[src/rtl/calc_mode_controller_if.sv]
// Command bus of the calculator mode controller: raw buttons and IR frames in,
// datapath op select, enable and pulse outputs back.
`timescale 1ns/1ps

interface calc_mode_controller_if;
   logic        btn_pwr_n;
   logic        btn_add_n;
   logic        btn_sub_n;
   logic        btn_mul_n;
   logic        ir_valid;
   logic [31:0] ir_data;
   logic [1:0]  op_sel;
   logic        en;
   logic        clr;
   logic        mode_chg;

   // Stimulus side: drives buttons and IR, observes controller outputs
   modport master (
      output btn_pwr_n, btn_add_n, btn_sub_n, btn_mul_n, ir_valid, ir_data,
      input  op_sel, en, clr, mode_chg
   );

   // Controller side
   modport slave (
      input  btn_pwr_n, btn_add_n, btn_sub_n, btn_mul_n, ir_valid, ir_data,
      output op_sel, en, clr, mode_chg
   );
endinterface

[src/rtl/calc_mode_controller.sv]
// Command front-end and mode sequencer for the 7-bit calculator datapath.
// Debounces four active-low buttons (event on release), optionally decodes IR
// remote frames, arbitrates same-cycle commands and runs OFF/IDLE/ADD/SUB/MUL.
// Optional feature: define IR_CMD_EN to build the IR frame decoder; without it
// ir_valid/ir_data are ignored and only the buttons issue commands.
`timescale 1ns/1ps

module calc_mode_controller #(
   parameter int          DEB_CNT  = 50000,
   parameter int          CNT_W    = 16,
   parameter logic [31:0] CODE_ADD = 32'hF00F6B86,
   parameter logic [31:0] CODE_SUB = 32'hEC136B86,
   parameter logic [31:0] CODE_MUL = 32'hEF106B86,
   parameter logic [31:0] CODE_PWR = 32'hED126B86
) (
   input  logic                  clk,
   input  logic                  rst_n,
   calc_mode_controller_if.slave bus
);

   // Button bit order used throughout: 0 pwr, 1 add, 2 sub, 3 mul
   localparam int NB = 4;
   localparam logic [CNT_W-1:0] DEB_LAST = CNT_W'(DEB_CNT - 1);

   typedef enum logic [2:0] {
      ST_OFF,
      ST_IDLE,
      ST_ADD,
      ST_SUB,
      ST_MUL
   } state_e;

   logic [NB-1:0]    btn_raw;
   logic [NB-1:0]    sync1_q, sync1_d;
   logic [NB-1:0]    sync2_q, sync2_d;
   logic [NB-1:0]    deb_q,   deb_d;
   logic [NB-1:0]    rel_q,   rel_d;
   logic [CNT_W-1:0] cnt_q [NB];
   logic [CNT_W-1:0] cnt_d [NB];

   state_e           state_q, state_d;
   logic [1:0]       op_sel_q, op_sel_d;
   logic             en_q, en_d;
   logic             clr_q, clr_d;
   logic             mode_chg_q, mode_chg_d;

   logic             ir_pwr, ir_add, ir_sub, ir_mul;

   assign btn_raw = {bus.btn_mul_n, bus.btn_sub_n, bus.btn_add_n, bus.btn_pwr_n};

`ifdef IR_CMD_EN
   // A frame counts only when strobed and equal to one of the four key codes
   assign ir_pwr = bus.ir_valid && (bus.ir_data == CODE_PWR);
   assign ir_add = bus.ir_valid && (bus.ir_data == CODE_ADD);
   assign ir_sub = bus.ir_valid && (bus.ir_data == CODE_SUB);
   assign ir_mul = bus.ir_valid && (bus.ir_data == CODE_MUL);
`else
   logic unused_ir;
   assign unused_ir = ^{bus.ir_valid, bus.ir_data};
   assign ir_pwr = 1'b0;
   assign ir_add = 1'b0;
   assign ir_sub = 1'b0;
   assign ir_mul = 1'b0;
`endif

   // Synchronize, debounce and turn each debounced release into a one-cycle pulse
   always_comb begin
      // NOTE: every output of this block gets a default first so no path leaves a latch.
      sync1_d = btn_raw;
      sync2_d = sync1_q;
      deb_d   = deb_q;
      rel_d   = '0;
      for (int i = 0; i < NB; i++) begin
         cnt_d[i] = '0;
         if (sync2_q[i] != deb_q[i]) begin
            if (cnt_q[i] == DEB_LAST) begin
               deb_d[i] = sync2_q[i];
               rel_d[i] = sync2_q[i];  // 0->1 on the debounced level is a release
            end else begin
               cnt_d[i] = cnt_q[i] + 1'b1;
            end
         end
      end
   end

   // Button front-end registers
   always_ff @(posedge clk or negedge rst_n) begin
      if (!rst_n) begin
         sync1_q <= '1;
         sync2_q <= '1;
         deb_q   <= '1;
         rel_q   <= '0;
         // NOTE: the counters are plain flops, so all of them are reset; a reset mid-debounce discards it.
         for (int i = 0; i < NB; i++) cnt_q[i] <= '0;
      end else begin
         // NOTE: sequential state uses non-blocking assignments so every flop samples pre-edge values.
         sync1_q <= sync1_d;
         sync2_q <= sync2_d;
         deb_q   <= deb_d;
         rel_q   <= rel_d;
         for (int i = 0; i < NB; i++) cnt_q[i] <= cnt_d[i];
      end
   end

   // Arbitrate same-cycle commands, pick next state, decode Moore outputs from it
   always_comb begin
      logic   pwr_ev;
      logic   op_ev;
      state_e op_tgt;

      state_d = state_q;
      op_ev   = 1'b0;
      op_tgt  = state_q;
      pwr_ev  = ir_pwr | rel_q[0];

      if (ir_add) begin
         op_ev = 1'b1; op_tgt = ST_ADD;
      end else if (ir_sub) begin
         op_ev = 1'b1; op_tgt = ST_SUB;
      end else if (ir_mul) begin
         op_ev = 1'b1; op_tgt = ST_MUL;
      end else if (rel_q[1]) begin
         op_ev = 1'b1; op_tgt = ST_ADD;
      end else if (rel_q[2]) begin
         op_ev = 1'b1; op_tgt = ST_SUB;
      end else if (rel_q[3]) begin
         op_ev = 1'b1; op_tgt = ST_MUL;
      end

      if (pwr_ev) begin
         state_d = (state_q == ST_OFF) ? ST_IDLE : ST_OFF;
      end else if (op_ev && (state_q != ST_OFF)) begin
         state_d = op_tgt;  // ops while OFF are dropped, not remembered
      end

      unique case (state_d)
         ST_ADD:  op_sel_d = 2'b01;
         ST_SUB:  op_sel_d = 2'b10;
         ST_MUL:  op_sel_d = 2'b11;
         default: op_sel_d = 2'b00;
      endcase
      en_d       = (state_d != ST_OFF);
      clr_d      = (state_q == ST_OFF) && (state_d == ST_IDLE);
      mode_chg_d = (state_d != state_q);
   end

   // State and registered outputs
   always_ff @(posedge clk or negedge rst_n) begin
      if (!rst_n) begin
         state_q    <= ST_OFF;
         op_sel_q   <= 2'b00;
         en_q       <= 1'b0;
         clr_q      <= 1'b0;
         mode_chg_q <= 1'b0;
      end else begin
         state_q    <= state_d;
         op_sel_q   <= op_sel_d;
         en_q       <= en_d;
         clr_q      <= clr_d;
         mode_chg_q <= mode_chg_d;
      end
   end

   assign bus.op_sel   = op_sel_q;
   assign bus.en       = en_q;
   assign bus.clr      = clr_q;
   assign bus.mode_chg = mode_chg_q;

endmodule

[src/flat_wrapper.sv]
// flat-port wrapper written by rule: the top's interface ports become plain ports
module calc_mode_controller_flat 
#(
   parameter int          DEB_CNT  = 50000,
   parameter int          CNT_W    = 16,
   parameter logic [31:0] CODE_ADD = 32'hF00F6B86,
   parameter logic [31:0] CODE_SUB = 32'hEC136B86,
   parameter logic [31:0] CODE_MUL = 32'hEF106B86,
   parameter logic [31:0] CODE_PWR = 32'hED126B86
)
  (clk, rst_n, bus_btn_pwr_n, bus_btn_add_n, bus_btn_sub_n, bus_btn_mul_n, bus_ir_valid, bus_ir_data, bus_op_sel, bus_en, bus_clr, bus_mode_chg);
  calc_mode_controller_if bus_i ();
  input  logic clk;
  input  logic rst_n;
  input wire logic [$bits(bus_i.btn_pwr_n)-1:0] bus_btn_pwr_n;
  input wire logic [$bits(bus_i.btn_add_n)-1:0] bus_btn_add_n;
  input wire logic [$bits(bus_i.btn_sub_n)-1:0] bus_btn_sub_n;
  input wire logic [$bits(bus_i.btn_mul_n)-1:0] bus_btn_mul_n;
  input wire logic [$bits(bus_i.ir_valid)-1:0] bus_ir_valid;
  input wire logic [$bits(bus_i.ir_data)-1:0] bus_ir_data;
  output wire logic [$bits(bus_i.op_sel)-1:0] bus_op_sel;
  output wire logic [$bits(bus_i.en)-1:0] bus_en;
  output wire logic [$bits(bus_i.clr)-1:0] bus_clr;
  output wire logic [$bits(bus_i.mode_chg)-1:0] bus_mode_chg;
  assign bus_i.btn_pwr_n = bus_btn_pwr_n;
  assign bus_i.btn_add_n = bus_btn_add_n;
  assign bus_i.btn_sub_n = bus_btn_sub_n;
  assign bus_i.btn_mul_n = bus_btn_mul_n;
  assign bus_i.ir_valid = bus_ir_valid;
  assign bus_i.ir_data = bus_ir_data;
  assign bus_op_sel = bus_i.op_sel;
  assign bus_en = bus_i.en;
  assign bus_clr = bus_i.clr;
  assign bus_mode_chg = bus_i.mode_chg;
  calc_mode_controller #(.DEB_CNT(DEB_CNT), .CNT_W(CNT_W), .CODE_ADD(CODE_ADD), .CODE_SUB(CODE_SUB), .CODE_MUL(CODE_MUL), .CODE_PWR(CODE_PWR)) u_core (.clk(clk), .rst_n(rst_n), .bus(bus_i));
endmodule
[config.mk]
export PLATFORM = sky130hd
export DESIGN_NAME = calc_mode_controller_flat
export DESIGN_NICKNAME = d
export VERILOG_FILES = /design/src/rtl/calc_mode_controller_if.sv /design/src/rtl/calc_mode_controller.sv /design/src/flat_wrapper.sv
export SDC_FILE = /design/constraint.sdc
export NUM_CORES = 1
export LEC_CHECK = 0
export ABC_AREA = 1
export CAP_MARGIN = 25
export CORE_MARGIN = 1
export CORE_UTILIZATION = 40
export CTS_BUF_LIST = sky130_fd_sc_hd__clkbuf_8 sky130_fd_sc_hd__clkbuf_16
export CTS_CLUSTER_SIZE = 8
export DETAILED_ROUTE_END_ITERATION = 12
export GPL_TIMING_DRIVEN = 1
export PLACE_DENSITY = 0.7
export SLEW_MARGIN = 40
export SYNTH_ARGS = -nofsm -noshare
export SYNTH_HDL_FRONTEND = slang
export SYNTH_SLANG_ARGS = --single-unit
[constraint.sdc]
create_clock -name clk -period 2.1 [get_ports clk]
set_input_delay 0.315 -clock clk [delete_from_list [all_inputs] [get_ports clk]]
set_output_delay 0.315 -clock clk [all_outputs]
set_load 0.1 [all_outputs]
==> impl_results.md <==
* Clock sinks at 88
* Standard cell core area at 10940 um2
* Cells resized by post-CTS repair at 0
* Clock transition at the register clock pins on the worst setup and hold paths after CTS at 0.06 ns
* Post-synth net total at 640
* Maximum clock insertion buffer count at 2
* Cell taking the most area after synthesis: sky130_fd_sc_hd__dfrtp_1
* Transition time at the pin with the least slew margin at 0.5496 ns
* Unrepaired setup endpoints after global routing: false
* Number of diodes added for antenna fixing at 0
* Critical Path Fanout Max at 7
* Power density over cell area at 672.7 nW/um2
* Clock latency of the later-clocked register in the worst-skew pair at about 0.34 ns
* Vias at 3734
* Cell area after technology mapping at 4533 um2
* Max-slew headroom at the worst pin at 0.6336
* Number of global-route vias before repair at 3738
* Placed insts at between 700 and 800
* Post-route worst setup slack at 0.5348 ns
* Clock tree root buffer cell: sky130_fd_sc_hd__clkbuf_16
* Worst Setup Start Kind: register
* Result of the run: complete, no violations
* Die extent in x at between 100 and 150 um
* Global-route wire length before repair at 16.44 mm
* Distinct cells, synth at 26
* Overflow after GRT at 0
* TritonCTS clock tree: built
* DRC violations left at 0
* DR pass1 iterations at 4
* DIE AREA at 11760 um2
* Portion of synthesized cell area occupied by the leading cell type at 0.4195
* Routed WL per cell at approximately 12 um
* DRT iter0 DRCs at about 190
* Post-layout net count at 665
* Final weighted congestion in routability-driven placement at about 0.9
* Worst setup EP type: register
* Area added between synthesis and finish at 13.25%
* Pre-CTS setup slack at ~0.51 ns
* Sequential share of the synthesized area at 0.4891
* Leakage power summed over all cells at 2.316 nW
* Total Routed Length at 8.877 mm
* Total of endpoints with negative setup slack in the final report at 0
* Category of the critical setup timing path: register to register
* Worst Path Arrival at 1.78 ns
* Average cell area after synthesis at 7.593 um2
* Layout cells sized above 1 at 0.09569
* Largest cells by area after synthesis: sky130_fd_sc_hd__dfrtp_1 42%, sky130_fd_sc_hd__nand2_1 12%, sky130_fd_sc_hd__nor2_1 11%
* IO Port Bufs at 10
* Cell area reported after detailed placement at between 4000 and 5000 um2
* Worst supply voltage drop on vdd at 528.9 uV
* Max capacitance violation total at 0
* Aggregate global-route resource usage at 0.1746
* Yosys warnings at 0
* #FFs+latches synth at 88
* Pin count of the biggest net entering global routing at 41
* Final Critical Period at 1.565 ns
* Hold/Removal Path Class: register to register
* Maximum clock frequency at 638.9 MHz
* Sum of negative setup slack at 0 ns
* Vertical die dimension at 108.5 um
* Layout Cells excl Fill at roughly 770
* Initial cell density of the core at 0.4145
* H-tree depth at 3
* Total Power Consumption at roughly 3.5 mW
* Period Utilization, post-route at 0.7453
* Final Max Tran Viols at 0
* Post-Route Skew at 0.009089 ns
* Detail Placement HPWL at 6.528 mm
* Endpoints failing hold at 0
* Detail Route Antenna Nets at 0
* I/O Pins at 44
* Required arrival time at the worst endpoint at about 2.3 ns
* Number of instances in the synthesized netlist at 597
* Post-route standard cell area excluding fillers at 5134 um2
* Num rows at 38
* Cts bufs inserted at 9
* Antenna violations before repair at 0
* Post-detailed-route via-to-cell ratio at 4.868
==> cell usage after synthesis (all sizes together) <==
master  count
dfstp      12
o21ai       6
nand2     148
o21bai      1
inv        81
nor2      139
ha          4
dfrtp      76
nand3      48
nand4      10
nor3       25
a31oi       1
xor2       19
a21oi      17
xnor2       5
nor3b       2
or2         3
==> power breakdown <==
| part | internal, mW | leakage [nW] | total [mW] | switching (mW) |
|---|---|---|---|---|
| sequential | 1.73 | 1.18 | 1.75 | 0.0214 |
| combinational | 0.0388 | 0.988 | 0.122 | 0.0828 |
| clock | 0.923 | 0.151 | 1.58 | 0.659 |
==> placed cells by master (no fill, tap or decap), types with 4 or more instances in the layout <==
| master | n |
|---|---|
| sky130_fd_sc_hd__nand3_1 | 48 |
| sky130_fd_sc_hd__nand4_1 | 10 |
| sky130_fd_sc_hd__inv_1 | 79 |
| sky130_fd_sc_hd__a21oi_1 | 17 |
| sky130_fd_sc_hd__clkbuf_16 | 9 |
| sky130_fd_sc_hd__nand2_1 | 142 |
| sky130_fd_sc_hd__dfstp_2 | 12 |
| sky130_fd_sc_hd__clkdlybuf4s50_1 | 4 |
| sky130_fd_sc_hd__xnor2_1 | 5 |
| sky130_fd_sc_hd__nor2_4 | 4 |
| sky130_fd_sc_hd__xor2_1 | 19 |
| sky130_fd_sc_hd__nor2_2 | 5 |
| sky130_fd_sc_hd__nor2_1 | 130 |
| sky130_fd_sc_hd__ha_1 | 4 |
| sky130_fd_sc_hd__nand2_2 | 6 |
| sky130_fd_sc_hd__buf_4 | 8 |
| sky130_fd_sc_hd__dfrtp_1 | 76 |
| sky130_fd_sc_hd__nor3_1 | 22 |
==> logic make-up after synthesis <==
logic type,share of synthesized area
and+or+nand+nor,0.3580
DFF,0.4891
buffers and inverters,0.06707
AOI/OAI and AO/OA,0.02843
xor gates and xnor gates,0.04637
adders and majority gates,0.01104
==> routing by layer <==
layer / track usage / up-vias / part of all wire
met4: 0.06081 / 0 / 0.016
met3: 0.03858 / 15 / 0.038
met5: 0 / - / 0
li1: - / 1914 / -
met2: 0.2952 / 61 / 0.48
met1: 0.2192 / 1744 / 0.47
==> cell type report <==
cell class	instances	area [um2]
fillers	1079	5802
flip-flops and latches	88	2217
multi-input cells	428	2012
inverters	81	304.0
clock buffers	9	225.2
well taps	140	175.2
repair buffers	14	130.1
clock inverters	7	70.07
==> timing repair <==
item,4_1_cts,5_1_grt
hold endpoints to repair,34,0
buffers inserted,0,0
hold buffers,1,0
==> metrics by stage <==
stage          hold slack [ns]  utilization
3_3_place_gp            0.3307       0.4415
6_report                0.3576       0.4695
4_1_cts                 0.3572       0.4695
2_1_floorplan          0.01941            -
5_1_grt                 0.3605       0.4695
3_5_place_dp            0.3383       0.4415
==> final timing paths <==
| check | start | endpoint | slack (ns) | cells after the start |
|---|---|---|---|---|
| max in group asynchronous | rst_n | u_core.deb_q[1] | 0.94 | 3 |
| min in group asynchronous | rst_n | u_core.cnt_q[13] | 0.51 | 2 |
| setup reg to reg | u_core.cnt_q[0] | u_core.cnt_q[8] | 0.53 | 6 |
| hold / removal | u_core.sync1_q[2] | u_core.sync2_q[2] | 0.36 | 0 |
| hold reg to reg | u_core.sync1_q[2] | u_core.sync2_q[2] | 0.36 | 0 |
| setup / recovery | u_core.cnt_q[0] | u_core.cnt_q[8] | 0.53 | 6 |
==> worst max-delay path: stages (launching register included) <==
cell,delay (ns)
sky130_fd_sc_hd__dfrtp_1,0.45
sky130_fd_sc_hd__ha_1,0.26
sky130_fd_sc_hd__nand3_1,0.16
sky130_fd_sc_hd__nor3_1,0.25
sky130_fd_sc_hd__nand2_1,0.12
sky130_fd_sc_hd__nand2_2,0.14
sky130_fd_sc_hd__nor3_1,0.06
==> registers in the layout (all words and copies together), names as in the netlist <==
register / flops
u_core.cnt_q: 64
u_core.state_q: 3
u_core.rel_q: 4
u_core.bus.op_sel: 2
u_core.deb_q: 4
u_core.bus.en: 1
u_core.sync2_q: 4
u_core.sync1_q: 4
u_core.bus.mode_chg: 1
u_core.bus.clr: 1
Note: power is estimated with default switching activity, not from simulation.
